File: src/rtl/fixed_point_divider_pkg.sv
// Shared types and constants for the fixed-point divider.
// State encodings, FPU opcode slot and latency helper.
package fixed_point_divider_pkg;

   // Divider sequencer states; FIX is only entered when signed mode is built
   typedef enum logic [1:0] {
      FXD_DIV_IDLE = 2'd0,
      FXD_DIV_RUN  = 2'd1,
      FXD_DIV_DONE = 2'd2,
      FXD_DIV_FIX  = 2'd3
   } fxd_div_state_t;

   localparam int unsigned FXD_DIV_STATE_W = 2;

   // Opcode reserved for the FPU result mux
   localparam logic [3:0] FPU_DIV = 4'b0100;

   // Edges from start acceptance to the ready pulse
   function automatic int unsigned fxd_div_latency(
      input int unsigned width,
      input int unsigned fbits,
      input bit          signed_en
   );
      return width + fbits + (signed_en ? 1 : 0);
   endfunction

endpackage

File: src/rtl/fixed_point_div_step.sv
// One restoring-division step: shift, trial subtract, restore.
// Pure combinational; the caller owns all state.
module fixed_point_div_step #(
   parameter int WIDTH = 32
) (
   input  logic [WIDTH:0]   rem,
   input  logic             shift_in,
   input  logic [WIDTH-1:0] divisor,
   output logic [WIDTH:0]   rem_next,
   output logic             q_bit
);

   logic [WIDTH+1:0] wide;
   logic [WIDTH:0]   trial;

   // Shift in the next dividend bit and keep the difference if it fits
   always_comb begin
      wide     = {rem, shift_in};
      q_bit    = (wide >= {2'b00, divisor});
      trial    = wide[WIDTH:0] - {1'b0, divisor};
      rem_next = q_bit ? trial : wide[WIDTH:0];
   end

endmodule

File: src/rtl/fixed_point_divider.sv
// Sequential radix-2 restoring divider, Q(WIDTH-FBITS).FBITS.
// Define FIXED_DIV_SIGNED_EN for two's-complement operands.
module fixed_point_divider
   import fixed_point_divider_pkg::*;
#(
   parameter int WIDTH = 32,
   parameter int FBITS = 10
) (
   input  logic             clk,
   input  logic             reset,
   input  logic             start,
   input  logic [WIDTH-1:0] operand_1,
   input  logic [WIDTH-1:0] operand_2,
   output logic [WIDTH-1:0] result,
   output logic             ready,
   output logic             busy,
   output logic             div_by_zero,
   output logic             overflow
);

   localparam int N     = WIDTH + FBITS;
   localparam int CNT_W = $clog2(N);

   localparam logic [CNT_W-1:0] CNT_LAST = CNT_W'(N - 1);
   localparam logic [CNT_W-1:0] CNT_ONE  = CNT_W'(1);
   localparam logic [WIDTH-1:0] SAT_U    = '1;

   fxd_div_state_t   state;
   logic [CNT_W-1:0] cnt;
   logic [N-1:0]     dvd;
   logic [WIDTH:0]   rem;
   logic [WIDTH-1:0] divisor;

   logic [WIDTH:0]   rem_next;
   logic             q_bit;
   logic [N-1:0]     q_next;

   logic [WIDTH-1:0] a_mag;
   logic [WIDTH-1:0] b_mag;
   logic [WIDTH-1:0] dz_value;
   logic [WIDTH-1:0] fin_result;
   logic             fin_ovf;

`ifdef FIXED_DIV_SIGNED_EN

   localparam logic [WIDTH-1:0] SAT_POS = {1'b0, {(WIDTH-1){1'b1}}};
   localparam logic [WIDTH-1:0] SAT_NEG = {1'b1, {(WIDTH-1){1'b0}}};
   localparam logic [N-1:0]     MAG_LIM =
      {{(N-WIDTH){1'b0}}, 1'b1, {(WIDTH-1){1'b0}}};

   logic [N-1:0] q;
   logic         neg;

   // Magnitudes in, signed saturation and negation out
   always_comb begin
      q_next   = {q[N-2:0], q_bit};
      a_mag    = operand_1[WIDTH-1] ? -operand_1 : operand_1;
      b_mag    = operand_2[WIDTH-1] ? -operand_2 : operand_2;
      dz_value = SAT_POS;
      fin_ovf  = neg ? (q > MAG_LIM) : (q >= MAG_LIM);
      if (fin_ovf) begin
         fin_result = neg ? SAT_NEG : SAT_POS;
      end else begin
         fin_result = neg ? -q[WIDTH-1:0] : q[WIDTH-1:0];
      end
   end

`else

   // Top quotient bit is never stored; it only feeds the overflow test
   logic [N-2:0] q;

   // Unsigned width rule on the quotient including the final bit
   always_comb begin
      q_next     = {q, q_bit};
      a_mag      = operand_1;
      b_mag      = operand_2;
      dz_value   = SAT_U;
      fin_ovf    = |q_next[N-1:WIDTH];
      fin_result = fin_ovf ? SAT_U : q_next[WIDTH-1:0];
   end

`endif

   fixed_point_div_step #(
      .WIDTH (WIDTH)
   ) u_step (
      .rem      (rem),
      .shift_in (dvd[N-1]),
      .divisor  (divisor),
      .rem_next (rem_next),
      .q_bit    (q_bit)
   );

   // Sequencer: accept, iterate one quotient bit per edge, publish
   always_ff @(posedge clk or posedge reset) begin
      if (reset) begin
         state       <= FXD_DIV_IDLE;
         cnt         <= '0;
         dvd         <= '0;
         rem         <= '0;
         divisor     <= '0;
         q           <= '0;
`ifdef FIXED_DIV_SIGNED_EN
         neg         <= 1'b0;
`endif
         result      <= '0;
         ready       <= 1'b0;
         busy        <= 1'b0;
         div_by_zero <= 1'b0;
         overflow    <= 1'b0;
      end else begin
         unique case (state)
            FXD_DIV_IDLE: begin
               ready <= 1'b0;
               if (start) begin
                  busy <= 1'b1;
                  if (operand_2 == '0) begin
                     result      <= dz_value;
                     div_by_zero <= 1'b1;
                     overflow    <= 1'b0;
                     ready       <= 1'b1;
                     state       <= FXD_DIV_DONE;
                  end else begin
                     dvd     <= {a_mag, {FBITS{1'b0}}};
                     rem     <= '0;
                     divisor <= b_mag;
                     q       <= '0;
                     cnt     <= CNT_LAST;
`ifdef FIXED_DIV_SIGNED_EN
                     neg     <= operand_1[WIDTH-1] ^ operand_2[WIDTH-1];
`endif
                     state   <= FXD_DIV_RUN;
                  end
               end
            end
            FXD_DIV_RUN: begin
               rem <= rem_next;
               dvd <= {dvd[N-2:0], 1'b0};
`ifdef FIXED_DIV_SIGNED_EN
               q   <= q_next;
`else
               q   <= q_next[N-2:0];
`endif
               cnt <= cnt - CNT_ONE;
               if (cnt == '0) begin
`ifdef FIXED_DIV_SIGNED_EN
                  state       <= FXD_DIV_FIX;
`else
                  result      <= fin_result;
                  overflow    <= fin_ovf;
                  div_by_zero <= 1'b0;
                  ready       <= 1'b1;
                  state       <= FXD_DIV_DONE;
`endif
               end
            end
`ifdef FIXED_DIV_SIGNED_EN
            FXD_DIV_FIX: begin
               result      <= fin_result;
               overflow    <= fin_ovf;
               div_by_zero <= 1'b0;
               ready       <= 1'b1;
               state       <= FXD_DIV_DONE;
            end
`endif
            FXD_DIV_DONE: begin
               ready <= 1'b0;
               busy  <= 1'b0;
               state <= FXD_DIV_IDLE;
            end
            default: begin
               ready <= 1'b0;
               busy  <= 1'b0;
               state <= FXD_DIV_IDLE;
            end
         endcase
      end
   end

endmodule
File: config.mk
export PLATFORM = sky130hd
export DESIGN_NAME = fixed_point_divider
export DESIGN_NICKNAME = d
export VERILOG_FILES = /design/src/rtl/fixed_point_divider_pkg.sv /design/src/rtl/fixed_point_div_step.sv /design/src/rtl/fixed_point_divider.sv
export SDC_FILE = /design/constraint.sdc
export NUM_CORES = 1
export LEC_CHECK = 0
export ABC_CLOCK_PERIOD_IN_PS = 13340
export BUFFER_PORTS_ARGS = -buffer_cell sky130_fd_sc_hd__buf_2
export CORE_MARGIN = 2
export CORE_UTILIZATION = 40
export DETAILED_ROUTE_END_ITERATION = 7
export PLACE_DENSITY_LB_ADDON = 0.25
export SETUP_SLACK_MARGIN = 0.3
export SKIP_CTS_REPAIR_TIMING = 1
export SLEW_MARGIN = 5
export SYNTH_ARGS = -nofsm -noshare
export SYNTH_HDL_FRONTEND = slang
export SYNTH_SLANG_ARGS = --single-unit
File: constraint.sdc
create_clock -name clk -period 13.34 [get_ports clk]
set_input_delay 1.334 -clock clk [delete_from_list [all_inputs] [get_ports clk]]
set_output_delay 1.334 -clock clk [all_outputs]
set_load 0.02 [all_outputs]
==> results.md, run 1 <==
* Outcome: finished clean
* Number of search-and-repair iterations in the first detailed-routing pass at 5
* Bufs on Longest Clock Path at 2
* Period Utilization, post-route at 0.297
* Die outline height at around 150 um
* Drt wl/cell at between 15 and 20 um
* Post-synthesis instance total at 940
* H-tree lvl count at 4
* Share of final-layout standard cells stronger than drive strength 1 at 0.157
* Routability congestion estimate from global placement at around 0.85
* Path type of the worst min-delay path: register to register
* Final antenna-violating net count at 0
* PortBufs at about 100
* Number of buffers inserted during clock tree synthesis at 17
* Data required time at the worst endpoint at 13.66 ns
* Ant diodes at 0
* Remaining max-slew budget at the tightest pin at 0.355
* Final Critical Period at 3.96 ns
* R2R setup slack at 9.51 ns
* Layout filler cell count at 2139
* Number of global-route vias before repair at 6870
* Crit start category: input pin
* Clock-pin slew on the worst setup and hold paths at 0.08 ns
* Clock insertion delay at the later pin of the skew report at about 0.44 ns
* Starting Density at 0.410
* Clock root buffer: clkbuf_16
* Overall Power at 2120 uW
* Syn Area/Cell at 9.61 sq um
* Standby leakage power at 0.00469 uW
* Critical path class: input pin to register
* CP Data Arrival Time at 4.28 ns
* Hold depth at 1
* Top Ports at 103
* Number of pins exceeding their max-slew limit in the final report at 0
* Number of library cell types mapped by synthesis at 57
* Standard-cell row count at 54
* Seq/Total Area, Yosys at 0.504
* CP endpoint kind: register
* Unrepaired setup endpoints after global routing: no
* PD cells at 203 mW/mm^2
* Synth Cell Area at 0.00903 sq mm
* Setup tns final at 0 ns
* Die area at 0.0238 sq mm
* Sum of overflow across all layers after global routing at 0
* Antenna violations before repair at 0
* Critical-path maximum fanout at 45
* Count of flip-flops with a built-in enable after synthesis at 0
* Upper clock frequency limit at about 250 MHz
* Final Net Count at 1115
* Launch point of the worst hold path: result[10]
* Width of the chip at 154 um
* Max-capacitance violation count at 0
* Routed vias at 7159
* Total setup violations reported at the end of the flow at 0
* Detailed placement HPWL at 13600 um
* Aggregate routed wire length at 20600 um
* End of the worst register-to-register path: rem[1]
* Max VDD drop at just over 0.09 mV
* Average vias per placed instance at 5.48
* Clock sink count at ~180
* Clock tree from TritonCTS: done
* Worst reg2reg path depth at 10
* Worst Tran Pin Value at 0.968 ns
* Detailed router's first-iteration violation count at ~410
* Aggregate global-route resource usage at 0.182
* Total count of hold-check failures in the final report at 0
* Residual DRC count at 0
* Clock Skew at 0.0129 ns
* Main synth FF type: dfrtp_1
* P&R area growth vs syn at 15.2%
* Flop and latch count out of synthesis at 182
* Global-route wire length before repair at 35200 um
* Count of synthesis-stage warnings from yosys at 0
* Pin count of the biggest net entering global routing at 92
* Hold EP: result[10]
* Floorplan Core Area at 0.0220 sq mm
* Synthesized net count at approximately 1000
* Async set-or-reset flop fraction in the synthesized netlist at 1.00
* Beginning of the worst register-to-register path: rem[20]
==> flip-flops by register name (all words and copies together), names as in the netlist <==
signal / cells
q: 41
rem: 33
divisor: 32
dvd: 32
result: 32
cnt: 6
state: 2
busy: 1
div_by_zero: 1
overflow: 1
ready: 1
==> layout make-up <==
| class | count | area [sq um] | share of cell area |
|---|---|---|---|
| clock buffers | 17 | 425 | 0.0409 |
| clock inverters | 15 | 224 | 0.0215 |
| inverters | 49 | 189 | 0.0182 |
| multi-input cells | 651 | 4070 | 0.391 |
| flip-flops and latches | 182 | 4550 | 0.438 |
| well taps | 280 | 350 | 0.0337 |
| repair buffers | 112 | 586 | 0.0563 |
==> critical path: stages <==
cell and delay (ns):
buf_2 0.11, nor4_1 0.55, nand4_1 0.27, o21ai_0 0.44, a21o_2 0.68, buf_4 0.54, nor4_1 0.12, xnor2_1 0.16
nand2_1 0.07
==> cells in the mapped netlist (8+ instances only) <==
cell,instances,area share
nand2_1,148,0.062
a22o_1,42,0.041
a21oi_1,47,0.026
inv_1,49,0.020
a32oi_1,13,0.013
o21ai_1,22,0.012
nor4_1,14,0.0097
dfrtp_1,182,0.50
a31oi_1,37,0.026
xor2_1,14,0.014
ha_1,34,0.047
o22a_1,32,0.031
nor3_1,10,0.0055
nand4_1,10,0.0069
nand3_1,8,0.0044
clkbuf_1,49,0.020
nor2_1,60,0.025
xnor2_1,12,0.012
a21o_1,19,0.016
o21ai_0,66,0.037
==> stage by stage <==
step / worst slack (ns) / area, sq um / hold slack, ns / cells / utilization
2_1_floorplan: 7.06 / 9030 / 0.452 / 940 / -
3_3_place_gp: 8.84 / 9750 / 0.480 / 1274 / 0.443
3_5_place_dp: 8.80 / 9750 / 0.477 / 1274 / 0.443
4_1_cts: 9.26 / 10400 / 0.501 / 1306 / 0.472
5_1_grt: 9.11 / 10400 / 0.522 / 1306 / 0.472
6_report: 9.38 / 10400 / 0.505 / 1306 / 0.472
==> per-layer routing <==
layer / vias to the layer above / global-route usage / wire length (um)
li1: 3529 / - / -
met1: 3463 / 0.268 / 10400
met2: 155 / 0.283 / 9290
met3: 12 / 0.0300 / 763
met4: 0 / 0.0414 / 154
met5: - / 0 / 0
==> cells by family after synthesis <==
kind of cell / synth area share
AOI/OAI and AO/OA: 0.228
and+or+nand+nor: 0.138
DFF: 0.504
buffers and inverters: 0.0474
adders and majority gates: 0.0493
xor gates and xnor gates: 0.0252
muxes: 0.00776
==> power breakdown <==
part / internal, uW / switching, uW / total, uW
Clock: 265 / 276 / 542
Sequential: 655 / 74.3 / 730
Combinational: 336 / 508 / 844
==> worst max-delay path by stage <==
| stage | start | endpoint | slack, ns | depth (start not counted) |
|---|---|---|---|---|
| after CTS | operand_2[0] | cnt[5] | 9.26 | 9 |
| after global routing | operand_2[0] | cnt[5] | 9.11 | 9 |
| after global placement | operand_2[0] | cnt[5] | 8.84 | 9 |
| final | operand_2[0] | cnt[5] | 9.38 | 9 |
| after detailed placement | operand_2[0] | cnt[5] | 8.80 | 9 |
| after floorplan | reset | busy | 7.06 | 1 |
==> cell usage in the layout, fill, tap and decap left out, types with 14 or more instances in the layout <==
| cell | count |
|---|---|
| dfrtp_1 | 182 |
| nand2_1 | 148 |
| buf_2 | 102 |
| o21ai_0 | 66 |
| nor2_1 | 59 |
| inv_1 | 47 |
| a21oi_1 | 46 |
| a22o_1 | 42 |
| a31oi_1 | 37 |
| ha_1 | 34 |
| o22a_1 | 32 |
| o21ai_1 | 22 |
| a21o_1 | 18 |
| clkbuf_16 | 17 |
| nor4_1 | 14 |
| xor2_1 | 14 |
Note: power is estimated with default switching activity, not from simulation.
==> run 2, diff against run 1 <==
- ABC_CLOCK_PERIOD_IN_PS: 13340 -> 3900
- clock period: 13.34 -> 3.9 ns (I/O delays scaled with it)
==> results.md, run 2 (synthesis results as in run 1) <==
* Max-capacitance violation count at 0 (unchanged)
* Floorplan Core Area at 0.0220 sq mm (unchanged)
* Residual DRC count at 0 (unchanged)
* Register with the most flip-flops: q (unchanged)
* Launching instance or port of the critical path: rem[20] (was operand_2[0])
* Detailed router's first-iteration violation count at 367 (was 414)
* Number of buffers inserted during clock tree synthesis at 17 (unchanged)
* Largest registers: q x41, rem x33 (unchanged)
* Clock Skew at 0.0107 ns (was 0.0129 ns)
* Max VDD drop at 0.301 mV (was 0.0929 mV)
* Clock insertion delay at the later pin of the skew report at 0.44 ns (about the same)
* Final antenna-violating net count at 0 (unchanged)
* Instance count on the critical path at 11 (was 9)
* Final Critical Period at 3.21 ns
* Commonest cells after routing, fill and taps aside: 182 x dfrtp_1, 148 x nand2_1, 102 x buf_2 (unchanged)
* Leading cell type in the layout, fill and taps excluded: dfrtp_1 (unchanged)
* Critical path class: register to register (was input pin to register)
* Drt wl/cell at 16.1 um (was 15.8 um)
* CP endpoint kind: register (unchanged)
* Flip-flop count of the largest register after layout at 41 (unchanged)
* Aggregate global-route resource usage at 0.185 (was 0.182)
* Clock root buffer: clkbuf_16 (unchanged)
* Cell with the largest stage delay on the worst path: o31a_1 (was a21o_2)
* CP Data Arrival Time at 3.51 ns (was 4.28 ns)
* Buf+Inv Stages, Crit Path at 1 (was 2)
* Worst Tran Pin Value at 0.825 ns (was 0.968 ns)
* Biggest cell delay along the critical path at 0.43 ns (was 0.68 ns)
* Die outline height at 154 um (unchanged)
* Total count of hold-check failures in the final report at 0 (unchanged)
* Number of search-and-repair iterations in the first detailed-routing pass at 4 (was 5)
* Ant diodes at 0 (unchanged)
* Routability congestion estimate from global placement at 0.823 (was 0.853)
* Sequence of cells on the critical path: ha_1, a21oi_1, o21ai_0, a221oi_1, o21ai_0, a211oi_2, o31a_1, buf_4, nor2_1, a21oi_1, o21ai_1 (was buf_2, nor4_1, nand4_1, o21ai_0, a21o_2, buf_4, nor4_1, xnor2_1, nand2_1)
* Beginning of the worst register-to-register path: rem[20] (unchanged)
* Final Net Count at 1122 (was 1115)
* Clock tree from TritonCTS: done (unchanged)
* Average vias per placed instance at 5.43 (was 5.48)
* Starting Density at 0.410 (unchanged)
* Global-route wire length before repair at 35900 um (was 35200 um)
* Antenna violations before repair at 0 (unchanged)
* Number of global-route vias before repair at 7093 (was 6870)
* Path type of the worst min-delay path: input pin to asynchronous set/reset pin (was register to register)
* Layout filler cell count at 2110 (was 2139)
* Crit start category: register (was input pin)
* Sum of overflow across all layers after global routing at 0 (unchanged)
* Aggregate routed wire length at 21200 um (was 20600 um)
* Outcome: finished clean (unchanged)
* Overall Power at 7320 uW (was 2120 uW)
* Worst reg2reg path depth at 11 (was 10)
* Number of pins exceeding their max-slew limit in the final report at 0 (unchanged)
* Standby leakage power at 0.00473 uW (was 0.00469 uW)
* Period Utilization, post-route at 0.824
* Critical-path maximum fanout at 16 (was 45)
* PD cells at 699 mW/mm^2 (was 203 mW/mm^2)
* Top Ports at 103 (unchanged)
* Setup tns final at 0 ns (unchanged)
* Cell class contributing the biggest share of worst-path delay: compound AO/OA/AOI/OAI gates (unchanged)
* Clock sink count at 182 (unchanged)
* PortBufs at 102 (unchanged)
* Standard-cell row count at 54 (unchanged)
* End of the worst register-to-register path: rem[4] (was rem[1])
* Clock-pin slew on the worst setup and hold paths at 0.08 ns (about the same)
* Total setup violations reported at the end of the flow at 0 (unchanged)
* Detailed placement HPWL at 14200 um (was 13600 um)
* Routed vias at 7136 (was 7159)
* Upper clock frequency limit at 311 MHz
* Share of final-layout standard cells stronger than drive strength 1 at 0.163 (was 0.157)
* H-tree lvl count at 4 (unchanged)
* Pin count of the biggest net entering global routing at 99 (was 92)
* Unrepaired setup endpoints after global routing: no (unchanged)
* Die area at 0.0238 sq mm (unchanged)
* Width of the chip at 154 um (unchanged)
* Remaining max-slew budget at the tightest pin at 0.449 (was 0.355)
* Bufs on Longest Clock Path at 2 (unchanged)
* R2R setup slack at 0.69 ns (was 9.51 ns)
* P&R area growth vs syn at 16.0% (was 15.2%)
* Data required time at the worst endpoint at 4.20 ns (was 13.66 ns)
-- run 2: cell count changes in the layout (fill, tap and decap cells not counted), sizes merged --
cell	delta
clkinvlp	+1
buf	+7
clkinv	-1
-- run 2: final cells by class --
class,count,area [sq um],area share
sequential,182,4550,0.435
multi-input combinational,651,4070,0.389
timing repair buffer,119,663,0.0633
clock buffer,17,425,0.0406
tap,280,350,0.0334
clock inverter,15,224,0.0214
inverter,49,188,0.0179
-- run 2: per-stage QoR --
stage	worst slack, ns	hold slack, ns	utilization	cell area, sq um	instances
6_report	0.687	0.104	0.476	10500	1313
5_1_grt	0.421	0.159	0.476	10500	1313
3_3_place_gp	0.684	0.475	0.446	9830	1281
2_1_floorplan	1.17	0.452	-	9030	940
4_1_cts	0.680	0.117	0.476	10500	1313
3_5_place_dp	0.683	0.479	0.446	9830	1281
-- run 2: worst max path at each step --
stage | end | slack, ns
5_1_grt | rem[26] | 0.42
6_report | rem[4] | 0.69
4_1_cts | rem[4] | 0.68
2_1_floorplan | busy | 1.17
3_3_place_gp | rem[28] | 0.68
3_5_place_dp | rem[2] | 0.68
-- run 2: report_power, final --
| part | total [uW] | internal (uW) | leakage, uW | switching [uW] |
|---|---|---|---|---|
| logic | 2960 | 1190 | 0.00229 | 1770 |
| registers | 2490 | 2240 | 0.00213 | 252 |
| clock network | 1860 | 912 | 0.000310 | 953 |
-- run 2: per-layer routing --
metal	routed length [um]	vias up	track usage	part of all wire
met4	330	0	0.0631	0.016
li1	-	3528	-	-
met1	10600	3442	0.265	0.50
met5	0	-	0	0
met3	748	24	0.0291	0.035
met2	9470	142	0.286	0.45
==> run 3, diff against run 2 <==
- ABC_CLOCK_PERIOD_IN_PS: 3900 -> 3100
- clock period: 3.9 -> 3.1 ns (I/O delays scaled with it)
==> results.md, run 3 (synthesis results as in run 1) <==
* Standard-cell row count at 54 (unchanged)
* Worst reg2reg path depth at 15 (was 11)
* Starting Density at 0.410 (unchanged)
* Worst Tran Pin Value at 1.09 ns (was 0.825 ns)
* Final antenna-violating net count at 0 (unchanged)
* Number of pins exceeding their max-slew limit in the final report at 0 (unchanged)
* Top Ports at 103 (unchanged)
* Clock Skew at 0.0136 ns (was 0.0107 ns)
* Number of buffers inserted during clock tree synthesis at 17 (unchanged)
* Bufs on Longest Clock Path at 2 (unchanged)
* Floorplan Core Area at 0.0220 sq mm (unchanged)
* Aggregate routed wire length at 22300 um (was 21200 um)
* Final Net Count at 1172 (was 1122)
* Biggest cell delay along the critical path at 0.39 ns (was 0.43 ns)
* Standby leakage power at 0.00503 uW (was 0.00473 uW)
* PortBufs at 102 (unchanged)
* Overall Power at 10300 uW (was 7320 uW)
* Layout filler cell count at 2020 (was 2110)
* Crit start category: register (unchanged)
* Period Utilization, post-route at 0.954 (was 0.824)
* Detailed placement HPWL at 14300 um (was 14200 um)
* Total setup violations reported at the end of the flow at 0 (unchanged)
* Average vias per placed instance at 5.43 (about the same)
* Routability congestion estimate from global placement at 0.839 (was 0.823)
* Max VDD drop at 0.461 mV (was 0.301 mV)
* Clock insertion delay at the later pin of the skew report at 0.45 ns (was 0.44 ns)
* Path type of the worst min-delay path: input pin to asynchronous set/reset pin (unchanged)
* Pin count of the biggest net entering global routing at 183 (was 99)
* Fin util at 0.509 (was 0.476)
* Unrepaired setup endpoints after global routing: yes (was no)
* Number of search-and-repair iterations in the first detailed-routing pass at 5 (was 4)
* Clock sink count at 182 (unchanged)
* Residual DRC count at 0 (unchanged)
* Routed vias at 7402 (was 7136)
* Flip-flop count of the largest register after layout at 41 (unchanged)
* Sequence of cells on the critical path: inv_1, ha_2, fa_2, nor2b_4, o2111ai_2, nand4_1, and2_4, o41ai_4, buf_4, o31a_1, buf_6, buf_8, nor3_2, a21oi_1, o21ai_1 (was ha_1, a21oi_1, o21ai_0, a221oi_1, o21ai_0, a211oi_2, o31a_1, buf_4, nor2_1, a21oi_1, o21ai_1)
* Total count of hold-check failures in the final report at 0 (unchanged)
* Leading cell type in the layout, fill and taps excluded: dfrtp_1 (unchanged)
* Remaining max-slew budget at the tightest pin at 0.276 (was 0.449)
* Commonest cells after routing, fill and taps aside: 182 x dfrtp_1, 143 x nand2_1, 102 x buf_2 (was 182 x dfrtp_1, 148 x nand2_1, 102 x buf_2)
* Aggregate global-route resource usage at 0.184 (was 0.185)
* Cell with the largest stage delay on the worst path: fa_2 (was o31a_1)
* CP Data Arrival Time at 3.32 ns (was 3.51 ns)
* Critical path class: register to register (unchanged)
* Number of global-route vias before repair at 7048 (was 7093)
* Die area at 0.0238 sq mm (unchanged)
* Largest registers: q x41, rem x33 (unchanged)
* Critical-path maximum fanout at 5 (was 16)
* CP endpoint kind: register (unchanged)
* Die outline height at 154 um (unchanged)
* Width of the chip at 154 um (unchanged)
* Outcome: finished clean (unchanged)
* Clock tree from TritonCTS: done (unchanged)
* Max-capacitance violation count at 0 (unchanged)
* Dpl cells at 1307 (was 1281)
* Non-filler instance count after layout at 1364 (was 1313)
* Share of final-layout standard cells stronger than drive strength 1 at 0.240 (was 0.163)
* Upper clock frequency limit at 338 MHz (was 311 MHz)
* Final Critical Period at 2.96 ns (was 3.21 ns)
* Register with the most flip-flops: q (unchanged)
* Global-route wire length before repair at 36000 um (was 35900 um)
* Clock root buffer: clkbuf_16 (unchanged)
* Drt wl/cell at 16.3 um (was 16.1 um)
* Data required time at the worst endpoint at 3.46 ns (was 4.20 ns)
* Clock-pin slew on the worst setup and hold paths at 0.08 ns (about the same)
* H-tree lvl count at 4 (unchanged)
* Detailed router's first-iteration violation count at 478 (was 367)
* Antenna violations before repair at 1 (was 0)
* PD cells at 919 mW/mm^2 (was 699 mW/mm^2)
* P&R area growth vs syn at 24.1% (was 16.0%)
* Sum of overflow across all layers after global routing at 0 (unchanged)
-- run 3: worst paths after layout --
check,from,end,slack [ns]
worst max-delay path,dvd[41],rem[2],0.14
worst min-delay path,reset,rem[16],0.09
worst max register to register,dvd[41],rem[2],0.14
worst min register to register,divisor[0],divisor[0],0.50
max in group asynchronous,reset,rem[20],2.18
min in group clk,operand_1[0],dvd[10],0.09
-- run 3: through the flow --
stage                     setup TNS, ns  hold WS (ns)  setup slack (ns)  instance area, sq um
after detailed placement         -0.678         0.483            -0.155                 10000
after CTS                        -0.923        0.0792            -0.183                 10700
after floorplan                       0         0.415             0.394                  9030
after global placement          -0.0741         0.469           -0.0741                 10000
after global routing            -0.0114        0.0852           -0.0114                 11200
final                                 0        0.0876             0.144                 11200
-- run 3: critical path: cells and delay by family (launching register included) --
kind,cells,cell delay (ns)
simple gates,4,0.66
flops,1,0.35
buf+inv,4,0.49
fa+ha+maj,2,0.58
compound gates,5,0.81
-- run 3: report_power, final --
part	internal, uW	leakage [uW]	switching, uW	total, uW
sequential	2820	0.00213	352	3170
combinational	2200	0.00259	2630	4840
clock	1130	0.000306	1160	2290
-- run 3: cell type report --
cell class                      instances  area [sq um]  area share
Clock inverter                         15           214      0.0191
Clock buffer                           17           425      0.0380
Antenna cell                            1          2.50    0.000223
Tap cell                              280           350      0.0313
Inverter                               49           188      0.0168
Multi-Input combinational cell        651          4350       0.388
Sequential cell                       182          4550       0.407
Timing Repair Buffer                  169          1120       0.100
-- run 3: layer usage --
metal  part of all wire  track usage  vias to the layer above
met5                  0            0                        -
li1                   -            -                     3624
met4              0.016       0.0507                        0
met1               0.49        0.273                     3599
met2               0.45        0.282                      154
met3              0.035       0.0289                       25
